`src/rtl/udp_tx_lb_pkg.sv`:
```
// Shared types and helpers for the UDP TX output load balancer.
// Holds the destination entry layout, the message FSM state encoding and
// the clamp that turns a raw active-destination count into a usable one.
package udp_tx_lb_pkg;

    localparam int LB_XY_W = 8;

    // One destination tile coordinate pair, Y in the upper half.
    typedef struct packed {
        logic [LB_XY_W-1:0] y;
        logic [LB_XY_W-1:0] x;
    } lb_dst_entry_t;

    // HDR: next flit is a header to be rewritten; BODY: flits pass untouched.
    typedef enum logic {
        HDR  = 1'b0,
        BODY = 1'b1
    } lb_state_e;

    // A count of 0 still needs one destination; anything above the table depth
    // is limited to the table depth.
    function automatic int unsigned lb_eff_active(input int unsigned num_active,
                                                  input int unsigned num_dsts);
        if (num_active == 0) begin
            return 1;
        end else if (num_active > num_dsts) begin
            return num_dsts;
        end else begin
            return num_active;
        end
    endfunction

endpackage

```
`src/rtl/udp_tx_lb_rr_sel.sv`:
```
// Destination table and round-robin pointer for the UDP TX load balancer.
// Presents the entry the next header will use; the pointer only moves when
// the parent reports a header transfer (adv).
module udp_tx_lb_rr_sel
    import udp_tx_lb_pkg::*;
#(
    parameter int NUM_DSTS = 4,
    parameter int XY_W     = 8,
    parameter int BASE_X   = 1,
    parameter int BASE_Y   = 0
) (
    input  logic                        clk,
    input  logic                        rst,
    input  logic                        adv,
    input  logic                        cfg_wr_val,
    input  logic [$clog2(NUM_DSTS)-1:0] cfg_wr_idx,
    input  logic [XY_W-1:0]             cfg_wr_x,
    input  logic [XY_W-1:0]             cfg_wr_y,
    input  logic [$clog2(NUM_DSTS):0]   cfg_num_active,
    output logic [XY_W-1:0]             sel_x,
    output logic [XY_W-1:0]             sel_y,
    output logic [$clog2(NUM_DSTS)-1:0] sel_idx
);

    localparam int IDX_W = $clog2(NUM_DSTS);

    logic [XY_W-1:0]  tbl_x [NUM_DSTS];
    logic [XY_W-1:0]  tbl_y [NUM_DSTS];
    logic [IDX_W-1:0] rr_ptr;
    logic [IDX_W-1:0] cur_idx;
    logic [IDX_W:0]   eff_active;
    logic [IDX_W:0]   inc_ext;

    // Clamp the active count; a pointer left beyond a shrunken range falls back to entry 0.
    always_comb begin
        eff_active = (IDX_W+1)'(lb_eff_active(32'(cfg_num_active), NUM_DSTS));
        cur_idx    = ({1'b0, rr_ptr} >= eff_active) ? '0 : rr_ptr;
        inc_ext    = {1'b0, cur_idx} + 1'b1;
    end

    // Table storage: reset to a row of tiles starting at BASE_X, writes land next cycle.
    always_ff @(posedge clk) begin
        if (rst) begin
            for (int i = 0; i < NUM_DSTS; i++) begin
                tbl_x[i] <= XY_W'(BASE_X + i);
                tbl_y[i] <= XY_W'(BASE_Y);
            end
        end else if (cfg_wr_val) begin
            tbl_x[cfg_wr_idx] <= cfg_wr_x;
            tbl_y[cfg_wr_idx] <= cfg_wr_y;
        end
    end

    // Round-robin pointer advances once per header, wrapping at the active count.
    always_ff @(posedge clk) begin
        if (rst) begin
            rr_ptr <= '0;
        end else if (adv) begin
            rr_ptr <= (inc_ext >= eff_active) ? '0 : inc_ext[IDX_W-1:0];
        end
    end

    assign sel_x   = tbl_x[cur_idx];
    assign sel_y   = tbl_y[cur_idx];
    assign sel_idx = cur_idx;

endmodule

```
`src/rtl/udp_tx_lb_multi.sv`:
```
// UDP TX output load balancer: spreads whole NoC messages round-robin over
// a programmable set of destination tiles by rewriting dst X/Y in headers.
// The flit path is combinational; only the message framing is registered.
// Optional per-destination header counters: define UDP_TX_LB_MULTI_STATS_EN.
//
// Handshake: a flit moves on a side when its val and rdy are both high in
// the same cycle; val never depends on rdy, and the source holds data stable
// while val is high and rdy is low.
module udp_tx_lb_multi
    import udp_tx_lb_pkg::*;
#(
    parameter int NOC_DATA_W  = 512,
    parameter int XY_W        = 8,
    parameter int NUM_DSTS    = 4,
    parameter int DST_X_LSB   = 0,
    parameter int DST_Y_LSB   = 8,
    parameter int MSG_LEN_LSB = 16,
    parameter int MSG_LEN_W   = 8,
    parameter int BASE_X      = 1,
    parameter int BASE_Y      = 0
) (
    input  logic                        clk,
    input  logic                        rst,
    input  logic                        src_udp_tx_lb_val,
    input  logic [NOC_DATA_W-1:0]       src_udp_tx_lb_data,
    output logic                        udp_tx_lb_src_rdy,
    output logic                        udp_tx_lb_dst_val,
    output logic [NOC_DATA_W-1:0]       udp_tx_lb_dst_data,
    input  logic                        dst_udp_tx_lb_rdy,
    input  logic                        cfg_wr_val,
    input  logic [$clog2(NUM_DSTS)-1:0] cfg_wr_idx,
    input  logic [XY_W-1:0]             cfg_wr_x,
    input  logic [XY_W-1:0]             cfg_wr_y,
    input  logic [$clog2(NUM_DSTS):0]   cfg_num_active,
    output logic                        lb_busy
`ifdef UDP_TX_LB_MULTI_STATS_EN
    ,
    output logic [NUM_DSTS*32-1:0]      lb_pkt_cnt
`endif
);

    localparam int IDX_W = $clog2(NUM_DSTS);

    lb_state_e            state_q;
    lb_state_e            state_d;
    logic [MSG_LEN_W-1:0] body_cnt;
    logic [MSG_LEN_W-1:0] msg_len;
    logic                 xfer;
    logic                 hdr_xfer;
    logic                 body_xfer;
    logic [XY_W-1:0]      sel_x;
    logic [XY_W-1:0]      sel_y;
    logic [IDX_W-1:0]     sel_idx;

    assign udp_tx_lb_dst_val = src_udp_tx_lb_val;
    assign udp_tx_lb_src_rdy = dst_udp_tx_lb_rdy;

    assign xfer      = src_udp_tx_lb_val && dst_udp_tx_lb_rdy;
    assign hdr_xfer  = xfer && (state_q == HDR);
    assign body_xfer = xfer && (state_q == BODY);
    assign msg_len   = src_udp_tx_lb_data[MSG_LEN_LSB +: MSG_LEN_W];

    udp_tx_lb_rr_sel #(
        .NUM_DSTS (NUM_DSTS),
        .XY_W     (XY_W),
        .BASE_X   (BASE_X),
        .BASE_Y   (BASE_Y)
    ) u_rr_sel (
        .clk            (clk),
        .rst            (rst),
        .adv            (hdr_xfer),
        .cfg_wr_val     (cfg_wr_val),
        .cfg_wr_idx     (cfg_wr_idx),
        .cfg_wr_x       (cfg_wr_x),
        .cfg_wr_y       (cfg_wr_y),
        .cfg_num_active (cfg_num_active),
        .sel_x          (sel_x),
        .sel_y          (sel_y),
        .sel_idx        (sel_idx)
    );

    // Message framing state register.
    always_ff @(posedge clk) begin
        if (rst) begin
            state_q <= HDR;
        end else begin
            state_q <= state_d;
        end
    end

    // Next state: a non-empty header opens a body, the last body flit closes it.
    always_comb begin
        state_d = state_q;
        case (state_q)
            HDR:     if (hdr_xfer && (msg_len != '0)) state_d = BODY;
            BODY:    if (body_xfer && (body_cnt == MSG_LEN_W'(1))) state_d = HDR;
            default: state_d = HDR;
        endcase
    end

    // Outputs: headers get the selected destination, body flits pass as-is.
    always_comb begin
        udp_tx_lb_dst_data = src_udp_tx_lb_data;
        lb_busy            = 1'b0;
        case (state_q)
            HDR: begin
                udp_tx_lb_dst_data[DST_X_LSB +: XY_W] = sel_x;
                udp_tx_lb_dst_data[DST_Y_LSB +: XY_W] = sel_y;
            end
            BODY:    lb_busy = 1'b1;
            default: lb_busy = 1'b0;
        endcase
    end

    // Remaining body flits of the message in flight.
    always_ff @(posedge clk) begin
        if (rst) begin
            body_cnt <= '0;
        end else if (hdr_xfer) begin
            body_cnt <= msg_len;
        end else if (body_xfer) begin
            body_cnt <= body_cnt - 1'b1;
        end
    end

`ifdef UDP_TX_LB_MULTI_STATS_EN
    logic [31:0] pkt_cnt [NUM_DSTS];

    // Per-destination header counters; reprogramming an entry restarts its count.
    always_ff @(posedge clk) begin
        if (rst) begin
            for (int i = 0; i < NUM_DSTS; i++) pkt_cnt[i] <= '0;
        end else begin
            for (int i = 0; i < NUM_DSTS; i++) begin
                if (cfg_wr_val && (cfg_wr_idx == IDX_W'(i))) begin
                    pkt_cnt[i] <= '0;
                end else if (hdr_xfer && (sel_idx == IDX_W'(i))) begin
                    pkt_cnt[i] <= pkt_cnt[i] + 32'd1;
                end
            end
        end
    end

    for (genvar g = 0; g < NUM_DSTS; g++) begin : g_cnt
        assign lb_pkt_cnt[32*g +: 32] = pkt_cnt[g];
    end
`else
    logic sel_idx_unused;
    assign sel_idx_unused = ^sel_idx;
`endif

endmodule

```
`config.mk`:
```
export PLATFORM = sky130hd
export DESIGN_NAME = udp_tx_lb_multi
export DESIGN_NICKNAME = d
export VERILOG_FILES = /design/src/rtl/udp_tx_lb_pkg.sv /design/src/rtl/udp_tx_lb_rr_sel.sv /design/src/rtl/udp_tx_lb_multi.sv
export SDC_FILE = /design/constraint.sdc
export NUM_CORES = 1
export LEC_CHECK = 0
export BUFFER_PORTS_ARGS = -buffer_cell sky130_fd_sc_hd__buf_2
export CELL_PAD_IN_SITES_DETAIL_PLACEMENT = 1
export CELL_PAD_IN_SITES_GLOBAL_PLACEMENT = 2
export CORE_AREA = 2 2 415 417
export CTS_CLUSTER_SIZE = 20
export DETAILED_ROUTE_END_ITERATION = 6
export DIE_AREA = 0 0 417 419
export MAX_ROUTING_LAYER = met4
export PLACE_DENSITY = 0.39
export SLEW_MARGIN = 0
export SYNTH_ARGS = -nofsm -noshare
export SYNTH_HDL_FRONTEND = slang
export SYNTH_SLANG_ARGS = --single-unit
```
`constraint.sdc`:
```
create_clock -name clk -period 2.6 [get_ports clk]
set_input_delay 0.52 -clock clk [delete_from_list [all_inputs] [get_ports clk]]
set_output_delay 0.52 -clock clk [all_outputs]
set_load 0.05 [all_outputs]
```
# Word-level counts from Yosys, hierarchy flattened
# Memory sizes are Yosys's and may differ from the RTL's.
# Index checks and enable logic that the tools add are counted.
word_totals:
  reg_bits: 11
  ram_bits: 64
  inputBits: 538
  mem_count: 2
mem_list:
  columns: ["memory", "depth", "word_bits", "rd", "rd_ports_with_merged_regs", "write_ports", "line_no", "text"]
  rows:
  - ["u_rr_sel.tbl_x", 4, 8, 1, 0, 4, "udp_tx_lb_rr_sel.sv:27", "logic [XY_W-1:0] tbl_x [NUM_DSTS];"]
  - ["u_rr_sel.tbl_y", 4, 8, 1, 0, 4, "udp_tx_lb_rr_sel.sv:28", "logic [XY_W-1:0] tbl_y [NUM_DSTS];"]
classes:
  add_sub_neg: 2
  n_lt_le_gt_ge: 3
  n_eq_ne: 1
  n_mux: 22
  n_bitwise: 1
  n_reduce_logical: 10
op_table:
  columns: ["cell", "count"]
  rows:
  - ["2-to-1 mux 8 bit", 4]
  - ["2-to-1 mux 16 bit", 1]
  - ["OR reduction 8 bit", 2]
  - ["2-to-1 mux 1 bit", 10]
  - ["== test 8 x 1 -> 1 bit (second input constant)", 1]
  - ["2-to-1 mux 2 bit", 4]
  - ["nonzero test 8 bit", 1]
  - ["subtractor 8 x 1 -> 8 bit (second input constant)", 1]
  - ["2-to-1 mux 3 bit", 2]
  - ["logical AND 1 bit", 5]
  - ["adder 2 x 1 -> 3 bit (second input constant)", 1]
  - ["greater-or-equal comparator 2 x 3 -> 1 bit", 1]
  - ["greater-or-equal comparator 3 bit", 1]
  - ["greater-than comparator 3 bit (second input constant)", 1]
  - ["zero test 3 bit", 1]
  - ["case mux 1 bit (2 select lines)", 1]
  - ["nonzero test 2 bit", 1]
  - ["NOT 1 bit", 1]

# Longest topological paths before layout
# Gate-level depths: netlist of the first run.
depth:
  depth_word: 8
  ltp_mapped: 14
  mapped_depth_nobuf: 12

# By module
# Synthesis of the first run repeated with hierarchy kept, for this count alone.
hier_totals:
  cells_unflattened: 832
  area_unflattened_um2: 7732.4
modules_own_cells:
  columns: ["mod", "n_inst", "cells_each", "area_each_um2", "seq_area_each_um2"]
  rows:
  - ["udp_tx_lb_multi", 1, 589, 4540.6, 180.2]
  - ["udp_tx_lb_rr_sel", 1, 243, 3191.8, 1961.9]

# Least setup slack after synthesis of the first run
# No wires, ideal clock.
synth_path:
  path_kind: "register -> output"
  startpoint: "register u_rr_sel.rr_ptr[0]"
  endpoint: "output udp_tx_lb_dst_data[2]"
  t_arrival_ps: 2598
  required_ps: 2080
  slack_ps: -518
  stages_incl_launch_ff: 10
  cell_sequence: "dfxtp_1 buf_2 clkbuf_1 inv_1 ha_1 nor2b_1 o211ai_4 buf_6 mux2i_1 o211ai_1"
synth_between:
  elab_chain_cells: 4
synth_rtl:
  columns: ["element", "line_no", "text"]
  rows:
  - ["start, declared", "udp_tx_lb_rr_sel.sv:29", "logic [IDX_W-1:0] rr_ptr;"]
  - ["start signal, assigned", "udp_tx_lb_rr_sel.sv:59", "rr_ptr <= (inc_ext >= eff_active) ? '0 : inc_ext[IDX_W-1:0];"]
  - ["greater-or-equal comparator 2 x 3 -> 1 bit", "udp_tx_lb_rr_sel.sv:37", "cur_idx = ({1'b0, rr_ptr} >= eff_active) ? '0 : rr_ptr;"]
  - ["2-to-1 mux 2 bit *", "udp_tx_lb_rr_sel.sv:37", null]
  - ["memory read (4 x 8 bit) *", null, null]
  - ["2-to-1 mux 16 bit *", "udp_tx_lb_multi.sv:105", "case (state_q)"]
  - ["end, declared", "udp_tx_lb_multi.sv:28", "output logic [NOC_DATA_W-1:0] udp_tx_lb_dst_data,"]
# Mark *: on every way between the ends. The rest lies on a longest branch, timed or not.

# Worst setup path in the final report of the first run
layout_path:
  startpoint: "input cfg_num_active[0]"
  endpoint: "output udp_tx_lb_dst_data[4]"
layout_between:
  elab_chain_cells: 7
  elab_cells_between_ends: 8
  classes_between: "order compare: 2; mux: 4; reduce/logical: 1; memory: 1"
layout_rtl:
  columns: ["element", "line_no", "text"]
  rows:
  - ["start, declared", "udp_tx_lb_multi.sv:34", "input logic [$clog2(NUM_DSTS):0] cfg_num_active,"]
  - ["greater-than comparator 3 bit", "udp_tx_lb_pkg.sv:26", "end else if (num_active > num_dsts) begin"]
  - ["2-to-1 mux 3 bit", "udp_tx_lb_pkg.sv:26", null]
  - ["2-to-1 mux 3 bit *", "udp_tx_lb_pkg.sv:24", "if (num_active == 0) begin"]
  - ["greater-or-equal comparator 2 x 3 -> 1 bit *", "udp_tx_lb_rr_sel.sv:37", null]
  - ["2-to-1 mux 2 bit *", "udp_tx_lb_rr_sel.sv:37", null]
  - ["memory read (4 x 8 bit) *", null, null]
  - ["2-to-1 mux 16 bit *", "udp_tx_lb_multi.sv:105", null]
# Marked as above.

==> impl_metrics.yaml, run 1 <==
outcome:
  status: "complete, but fails checks"
  violations: "setup timing"
power:
  ir_drop_mv: 0.275
  power_mw: 3.68
  leakage_nw: 2.30
  p_per_area_nw_per_um2: 436
grt:
  gr-total-overflow: 0
  grt_pass1_wl_um: 66500
  grtUsageTotal_pct: 6.49
  grt_pass1_vias: 4436
  grt_max_degree: 21
  grt_antenna_before_repair: 25
logic_synthesis:
  syn-num-nets: 1367
  syn_avg_cell_area_um2: 9.23
  syn-cell-area_um2: 7580
  synth_top_flop_cell: "edfxtp_1"
  synth-seq-area-share_pct: 28.3
  syn_inst: 821
  async_flop_share_pct: 0
  yosys_warnings: 0
  yosysUniqueCellTypes: 48
  synth_seq_cells: 75
  synth_edf_count: 64
setup_path:
  required_ps: 2080
  startpoint_type: "input port"
  cp.arrival_ps: 2390
  worst_r2r_path_depth: 11
  crit_chain: "buf_8 > clkinv_8 > a21oi_4 > buf_12 > ha_4 > nor2b_4 > o211a_1 > or2_4 > buf_12 > o211ai_1 > clkbuf_16"
  critPathSlowestCell: "o211ai_1"
  crit_type: "in -> out"
  cp_max_fo: 7
  slowest_delay_ps: 330
  worst_setup_path_end_kind: "output port"
  crit_top_cell: "buf_12"
route:
  drtIter0Drc: 204
  post_drt_wl_per_cell_um: 21.4
  vias_per_cell: 1.54
  firstDrtPassIters: 4
  antenna_left: 0
  drc: 0
  drt_wl_total_um: 57500
  num_vias: 4141
place:
  dp_hpwl_um: 49700
  io_buffers: 76
  place.gp.congestion: 0.670
  postPlaceCellArea_um2: 7680
worst_hold_path:
  hold_class: "in -> reg"
  holdPathStages: 2
timing:
  skew_ps: 5.72
  fmax_mhz: 343
  slew_viol_final: 0
  fin_hold_ws_ps: 449
  fin_ws_ps: -313
  hold_viol: 0
  worst_pin_slew_ps: 673
  slew_headroom_pct: 55.0
  post-route-period-util_pct: 112
  setup_viol: 16
  rsz0062_at_grt: "yes"
  min_period_ps: 2910
clock_tree:
  cts.sinks: 75
  ctsRootBufferMaster: "clkbuf_16"
  clk_pin_slew_ps: 60
  numCtsBuffers: 9
  cts_max_level: 3
  max-clock-path-buffers: 2
  ctsHoldBuffers: 0
  cts_tree: "done"
  clock_latency_ps: 380
layout:
  final_area_um2: 8440
  fin_util_pct: 4.95
  nNetsFinal: 993
  areaGrowthSynthToFinish_pct: 11.4
  final_layout_size_suffix_gt1_share_pct: 43.4
die:
  die_h_um: 419
  dieArea_um2: 175000
  core_area_um2: 171000
  initial_core_util_pct: 4.44
  io_pins: 1053
  die_w_um: 417
  rows: 152
flow_run:
  cap_violations: 0
==> cell usage after synthesis, types with 2 or more instances <==
library cell  number  area share, %
or2_2              3           0.25
nor2b_1            3           0.25
ha_1               8            1.3
nor3_1             3           0.20
clkbuf_1          10           0.50
o221ai_1          16            1.8
a21oi_1           12           0.79
edfxtp_1          64             25
nor2_1            10           0.50
nor4_1             4           0.33
nand2b_1           9           0.74
buf_6              2           0.30
buf_4            499             49
a31oi_1            2           0.17
and3b_1            2           0.23
nand3_1            3           0.20
o32ai_1            2           0.23
o21ai_0            4           0.26
o31ai_1            2           0.20
o211ai_2          10            1.7
inv_1             10           0.50
o211ai_1           7           0.69
and2_1            60            5.0
dfxtp_1           11            2.9
nand2_1           23            1.1
a21o_1             2           0.20
mux2i_1           16            2.1
buf_2              4           0.26
==> cells in the final DEF, fill, tap and decap left out, types with 3 or more instances in the layout <==
cell type / n
nor3_1: 3
mux2i_1: 8
edfxtp_1: 64
buf_2: 57
diode_2: 7
buf_16: 3
nand2b_1: 9
dfxtp_1: 9
clkbuf_16: 12
buf_12: 24
nor2_1: 10
ha_1: 6
mux2i_4: 3
o211ai_4: 11
nor4_1: 4
nand2_1: 22
or2_2: 3
mux2i_2: 5
o221ai_2: 10
inv_1: 7
o211ai_1: 7
nand3_1: 3
a21oi_1: 11
o21ai_0: 4
and2_1: 60
buf_6: 4
o221ai_1: 5
buf_4: 39
==> logic make-up (layout without fill, tap and decap cells) <==
group           count (synthesis)  count (layout)  synth area share [%]
buf+inv                       527             158                  51.3
simple gates                  128             128                  9.69
flops                          75              75                  28.3
compound gates                 67              67                  7.35
mux                            16              16                  2.11
fa+ha+maj                       8               8                  1.32
other cells                     0               7                     0
==> metal layers <==
| metal | vias to the layer above | track usage [%] | part of all wire (%) |
|---|---|---|---|
| li1 | 1460 | - | - |
| met1 | 1820 | 4.38 | 25 |
| met2 | 687 | 9.49 | 44 |
| met3 | 174 | 8.58 | 28 |
| met4 | 0 | 2.25 | 3.6 |
| met5 | - | - | 0 |
==> final cells by class <==
class,instances,area (um2)
timing repair buffer,132,1290
inverter,10,57.6
tap,2233,2790
fill,20000,162000
sequential,75,2140
antenna,7,17.5
multi-input combinational,219,1840
clock inverter,6,73.8
clock buffer,10,229
==> power by group <==
| group | internal [mW] | switching (mW) | leakage [nW] |
|---|---|---|---|
| Sequential | 1.39 | 0.0411 | 0.714 |
| Combinational | 0.360 | 0.501 | 1.44 |
| Clock | 0.756 | 0.630 | 0.141 |
| Total | 2.51 | 1.17 | 2.30 |
==> repair_timing <==
item                                    4_1_cts  5_1_grt
gates resized for setup                      34       11
pin swaps                                    12       13
gates cloned                                  4        0
setup buffers                                 9       10
endpoints found under the setup margin       16       17
==> state kept, by name, summed over array words and instances, names as in the netlist <==
name / cells
u_rr_sel.tbl_x: 32
u_rr_sel.tbl_y: 32
body_cnt: 8
u_rr_sel.rr_ptr: 2
state_q: 1
==> through the flow <==
step / std cells / setup TNS (ps) / setup slack (ps)
final: 2692 / -3740 / -313
after global routing: 2690 / -5100 / -408
after CTS: 2677 / -4980 / -385
after detailed placement: 2650 / -6570 / -462
after global placement: 2650 / -6900 / -481
after floorplan: 821 / -1190 / -213
==> critical path, delay by kind of cell <==
family,cells,cell delay [ps]
AO/OA/AOI/OAI,3,580
adder cells (fa/ha/maj),1,270
buffers and inverters,5,670
AND/OR/NAND/NOR,2,310
==> path summary, 6_finish.rpt <==
kind / start / endpoint / slack (ps)
hold / removal: cfg_wr_x[2] / u_rr_sel.tbl_x[3][2] / 450
setup / recovery: cfg_num_active[0] / udp_tx_lb_dst_data[4] / -310
hold reg to reg: body_cnt[5] / body_cnt[5] / 500
setup reg to reg: u_rr_sel.rr_ptr[1] / u_rr_sel.rr_ptr[0] / 220
No activity file was read; power rests on OpenSTA's default activity.
==> inputs of run 2 (changes only) <==
ABC_AREA = 1   (was not set)
CORE_AREA = 2 2 414 416   (was 2 2 415 417)
DIE_AREA = 0 0 416 418   (was 0 0 417 419)
PLACE_DENSITY = 0.4   (was 0.39)
==> run 2 against run 1 <==
  * The run still ends with setup timing left
  * Routed wire length fell by 0.37%
  * Register-to-register slack got worse by 70 ps
  * Via count rose by 7.2%
  * Non-clock buffer count down 9
==> impl_metrics.yaml, run 2 <==
timing:
  setup_viol: 16
  slew_viol_final: 0
  fmax_mhz: 355
  skew_ps: 9.51
  slew_headroom_pct: 60.9
  rsz0062_at_grt: "yes"
  min_period_ps: 2820
  worst_pin_slew_ps: 585
  fin_tns_setup_ps: -2540
  hold_viol: 0
  fin_ws_ps: -218
  post-route-period-util_pct: 108
clock_tree:
  ctsHoldBuffers: 0
  ctsRootBufferMaster: "clkbuf_16"
  clk_pin_slew_ps: 60
  clock_latency_ps: 360
  cts_max_level: 3
  numCtsBuffers: 9
  max-clock-path-buffers: 2
  cts_tree: "done"
  cts.sinks: 75
setup_path:
  worst_setup_path_end_kind: "output port"
  required_ps: 2080
  cp_max_fo: 4
  startpoint_type: "input port"
  r2r_slack_ps: 150
  crit_type: "in -> out"
  cp.arrival_ps: 2300
place:
  io_buffers: 76
  dp_hpwl_um: 50600
  place.gp.congestion: 0.684
  postPlaceCellArea_um2: 7580
  dp_slack_ps: -522
die:
  initial_core_util_pct: 4.66
  dieArea_um2: 174000
  die_w_um: 416
  io_pins: 1053
  core_area_um2: 169000
  rows: 151
  die_h_um: 418
outcome:
  status: "complete, but fails checks"
  violations: "setup timing"
route:
  num_vias: 4441
  drtIter0Drc: 190
  firstDrtPassIters: 6
  drc: 0
  drt_wl_total_um: 57300
  vias_per_cell: 1.58
  antenna_left: 0
  post_drt_wl_per_cell_um: 20.3
grt:
  grt_use_met2_pct: 10.3
  grt_use_met3_pct: 8.14
  top_usage_layer: "met2"
  gr-total-overflow: 0
  grt_max_degree: 35
  grt_pass1_vias: 4874
  grtUsageTotal_pct: 6.45
  grt_pass1_wl_um: 66800
  gr-usage-met1_pct: 3.88
  grt_antenna_before_repair: 2
logic_synthesis:
  syn_avg_cell_area_um2: 8.06
  syn-num-nets: 1523
  synth-seq-area-share_pct: 27.2
  synth_top_area_share_pct: 47.8
  synth_edf_count: 64
  synth_most_common_cell: "buf_4"
  syn-cell-area_um2: 7870
  netlist_top_cells_count: "buf_4 (501), nand2_1 (107), inv_1 (77)"
  ys_top_cells_by_area: "buf_4 (48%), edfxtp_1 (24%), nand2_1 (5.1%)"
  yosys_warnings: 0
  syn_inst: 977
  yosysUniqueCellTypes: 30
  synth_top_flop_cell: "edfxtp_1"
  synth_seq_cells: 75
  yosys.area.top_type: "buf_4"
  async_flop_share_pct: 0
layout:
  nNetsFinal: 1139
  layout_common_cells: "inv_1 (73), edfxtp_1 (64), nor2_1 (60)"
  top_regs: "u_rr_sel.tbl_x (32), u_rr_sel.tbl_y (32), body_cnt (8)"
  final_area_um2: 8650
  fin_util_pct: 5.12
  final_common_cell: "inv_1"
  n_antenna_cell: 0
  final_layout_size_suffix_gt1_share_pct: 44.8
  fillers: 20000
  areaGrowthSynthToFinish_pct: 9.95
power:
  sequentialPowerShare_pct: 35.0
  internal-power_mw: 2.74
  leakage_nw: 2.79
  clockPowerShare_pct: 35.8
  power_mw: 4.06
  ir_drop_mv: 0.269
  p_per_area_nw_per_um2: 469
  sw_frac_of_total_pct: 32.5
  combPwrFrac_pct: 29.2
  switching_power_mw: 1.32
flow_run:
  cap_violations: 0
worst_hold_path:
  hold_class: "in -> reg"
[run 2: changes by cell type in the layout (fill, tap and decap cells not counted), moves of 12 or more]
cell / change
inv_1: +66
nand3_2: +15
o2111ai_1: +16
nand2_1: +32
or2_2: +13
buf_4: -12
and2_1: -60
nand2_2: +44
nor2_1: +50
nand3_1: +18
[run 2: critical path: stages]
cell and delay [ps]:
buf_8 100, buf_6 110, nand2_4 70, ha_4 210
buf_6 110, nand3b_1 110, nand4_4 180, buf_12 190
clkbuf_16 170, nand2_4 80, nand3_4 80, nand2_2 70
nand2_2 50, nand2_2 100, buf_8 140
[run 2: cell type report]
type	count	area [um2]	share of cell area [%]
Clock buffer	12	256	2.96
Clock inverter	4	72.6	0.839
Inverter	85	332	3.83
Multi-Input combinational cell	299	1950	22.5
Sequential cell	75	2140	24.8
Tap cell	2218	2780	32.1
Timing Repair Buffer	123	1130	13.0
[run 2: kinds of logic after synthesis]
family,synth area share [%]
adders and majority gates,1.27
DFF,27.2
buffers and inverters,53.3
and+or+nand+nor,14.2
xor gates and xnor gates,0.556
AOI/OAI and AO/OA,3.51
[run 2: what timing repair did]
action	CTS	global route
gates resized for setup	92	65
cloned	2	2
setup endpoints to repair	18	18
pin swaps	13	31
buffers inserted	7	3
[run 2: power by group through the flow]
| stage | clock network, mW | logic [mW] | registers [mW] |
|---|---|---|---|
| after floorplan | 0 | 2.55 | 1.44 |
| after global placement | 0 | 0.975 | 1.45 |
| after detailed placement | 0 | 0.971 | 1.45 |
| after CTS | 1.53 | 1.14 | 1.42 |
| after global routing | 1.55 | 1.27 | 1.43 |
| final | 1.45 | 1.18 | 1.42 |
[run 2: path summary, 6_finish.rpt]
path	start	endpoint	depth (start not counted)
worst min register to register	body_cnt[4]	body_cnt[4]	2
worst max-delay path	cfg_num_active[1]	udp_tx_lb_dst_data[10]	15
worst max register to register	u_rr_sel.rr_ptr[0]	u_rr_sel.rr_ptr[0]	18
worst min-delay path	src_udp_tx_lb_data[18]	body_cnt[2]	3
[run 2: metrics by stage]
stage | cells | hold slack (ps)
detailed placement | 2787 | 507
finish | 2816 | 469
CTS | 2812 | 449
floorplan | 977 | 467
global route | 2816 | 475
global placement | 2787 | 491
[run 2: per-layer routing]
metal / vias up / wire (um)
li1: 1769 / -
met4: 0 / 1460
met3: 96 / 15600
met5: - / 0
met1: 1970 / 12500
met2: 606 / 27700
==> inputs of run 3 (changes only) <==
REMOVE_ABC_BUFFERS = 1   (was not set)
==> run 3 against run 2 <==
  * Worst hold slack better by 28 ps
  * Core utilization down 0.11 points
  * Global-route usage up 26 points
  * Flip-flop and latch count unchanged
  * Highest routed layer unchanged
  * Sequential share of layout area is 0.50 points higher
  * Non-clock buffer count down 11
  * Final cell count decreased by 0.36%
  * Clock power shrank 17%
  * Largest power group is now sequential cells
  * Count of clock-buffer cells in the layout is 2 lower
  * Sequential power hardly changed
  * The run still ends with setup timing left
  * Routed wire length grew to 5.0 times the previous value
==> impl_metrics.yaml, run 3 (synthesis gave the netlist of run 2 again) <==
outcome:
  status: "complete, but fails checks"
  violations: "setup timing"
place:
  dp_hpwl_um: 280000
  io_buffers: 76
  place.gp.congestion: 1.28
setup_path:
  worst_setup_path_end_kind: "output port"
  startpoint_type: "input port"
  crit_top_cell: "nand2_2"
  critPathSlowestCell: "ha_4"
  crit_chain: "buf_6 > inv_4 > a21oi_4 > buf_12 > ha_4 > inv_2 > nand2_1 > nand2_1 > nand2_2 > nand2_8 > buf_6 > buf_12 > nand3_2 > nand3_2 > nand2_2 > nand2_2 > nand2_2 > buf_12"
  cpLargestDelayFamily: "buffers and inverters"
  cp.arrival_ps: 2310
  crit_type: "in -> out"
  slowest_delay_ps: 260
  required_ps: 2080
  cp_max_fo: 8
  worst_r2r_path_depth: 17
  r2r_start: "u_rr_sel.rr_ptr[0]"
  r2r_slack_ps: 60
  cp.buffers_inverters: 7
  timing.rr.end: "u_rr_sel.rr_ptr[1]"
layout:
  areaGrowthSynthToFinish_pct: 7.66
  final_layout_size_suffix_gt1_share_pct: 39.7
  nNetsFinal: 1128
  layout_common_cells: "inv_1 (75), nand2_1 (72), edfxtp_1 (64)"
  seq_area_um2: 2140
  fillers: 20000
  final_common_cell: "inv_1"
  multi_input_area_um2: 1900
  top_regs: "u_rr_sel.tbl_x (32), u_rr_sel.tbl_y (32), body_cnt (8)"
  fin_util_pct: 5.01
route:
  drc: 0
  vias_per_cell: 2.42
  num_vias: 6780
  antenna_left: 0
  drt_wl_total_um: 286000
  firstDrtPassIters: 4
  post_drt_wl_per_cell_um: 102
  drtIter0Drc: 798
worst_hold_path:
  min_from: "cfg_wr_idx[0]"
  holdPathStages: 3
  hold_class: "in -> reg"
  min_to: "u_rr_sel.tbl_x[0][0]"
clock_tree:
  max-clock-path-buffers: 2
  cts_max_level: 3
  numCtsBuffers: 9
  cts.sinks: 75
  ctsRootBufferMaster: "clkbuf_16"
  ctsHoldBuffers: 0
  cts_tree: "done"
  clk_pin_slew_ps: 60
  clock_latency_ps: 360
die:
  die_w_um: 416
  initial_core_util_pct: 4.66
  dieArea_um2: 174000
  core_area_um2: 169000
  rows: 151
  die_h_um: 418
  io_pins: 1053
timing:
  worst_pin_slew_ps: 695
  fin_hold_ws_ps: 497
  slew_headroom_pct: 53.6
  fmax_mhz: 353
  post-route-period-util_pct: 109
  rsz0062_at_grt: "yes"
  skew_ps: 11.5
  hold_viol: 0
  setup_viol: 16
  fin_ws_ps: -231
  min_period_ps: 2830
  slew_viol_final: 0
flow_run:
  cap_violations: 0
grt:
  grt_max_degree: 35
  grt_pass1_vias: 5503
  gr-total-overflow: 0
  grt_pass1_wl_um: 300000
  grtUsageTotal_pct: 32.9
  grt_antenna_before_repair: 3
power:
  ir_drop_mv: 0.297
  leakage_nw: 2.68
  p_per_area_nw_per_um2: 454
[run 3: cell count changes in the layout (fill, tap and decap cells not counted), moves of 3 or more]
cell	change
buf_12	+12
buf_4	-9
buf_6	-4
buf_8	-7
clkinv_1	+3
inv_4	-3
nand2_1	+18
nand2_2	-17
o2111ai_1	-6
o2111ai_2	+4
[run 3: worst max-delay path by stage]
stage	end	slack (ps)	startpoint	cells after the start
finish	udp_tx_lb_dst_data[0]	-230	cfg_num_active[0]	18
global route	udp_tx_lb_dst_data[2]	-320	cfg_num_active[1]	16
CTS	udp_tx_lb_dst_data[1]	-280	cfg_num_active[0]	18
detailed placement	udp_tx_lb_dst_data[11]	-540	cfg_num_active[1]	17
global placement	udp_tx_lb_dst_data[11]	-560	cfg_num_active[1]	17
floorplan	u_rr_sel.rr_ptr[0]	-570	u_rr_sel.rr_ptr[0]	16
[run 3: tightest hold or removal path, delay by kind of cell]
family / cells / cell delay, ps
simple gates: 2 / 90
buf+inv: 1 / 130
[run 3: report_power, final]
group          switching, mW  internal, mW
clock network          0.560         0.638
registers             0.0286          1.39
logic                  0.765         0.457
[run 3: stage by stage]
step / power, mW / setup TNS [ps] / instances / setup slack (ps) / cell area (um2)
after floorplan: 1.90 / -9480 / 459 / -566 / 4000
after global placement: 2.57 / -8760 / 2786 / -556 / 7750
after detailed placement: 2.57 / -8650 / 2786 / -541 / 7750
after CTS: 3.88 / -3780 / 2805 / -276 / 8350
after global routing: 4.00 / -4750 / 2806 / -317 / 8470
final: 3.84 / -2950 / 2806 / -231 / 8470
[run 3: routing by layer]
metal | global-route usage [%] | wire [um] | vias to the layer above
met5 | - | 0 | -
met4 | 24.2 | 30400 | 0
met3 | 47.3 | 87200 | 253
met2 | 59.1 | 145000 | 1987
met1 | 6.52 | 23300 | 2788
li1 | - | - | 1752
[run 3: what timing repair did]
item                       in CTS  in global routing
resized for setup              67                 34
setup endpoints to repair      18                 18
pin swaps                      19                 30
buffers inserted                3                  2
gates cloned                    1                  0
[run 3: layout make-up]
cell class / instances / area share [%]
well taps: 2218 / 32.7
flip-flops and latches: 75 / 25.3
multi-input cells: 299 / 22.4
repair buffers: 112 / 12.7
inverters: 85 / 3.82
clock buffers: 10 / 2.70
clock inverters: 6 / 0.384
diodes: 1 / 0.0295
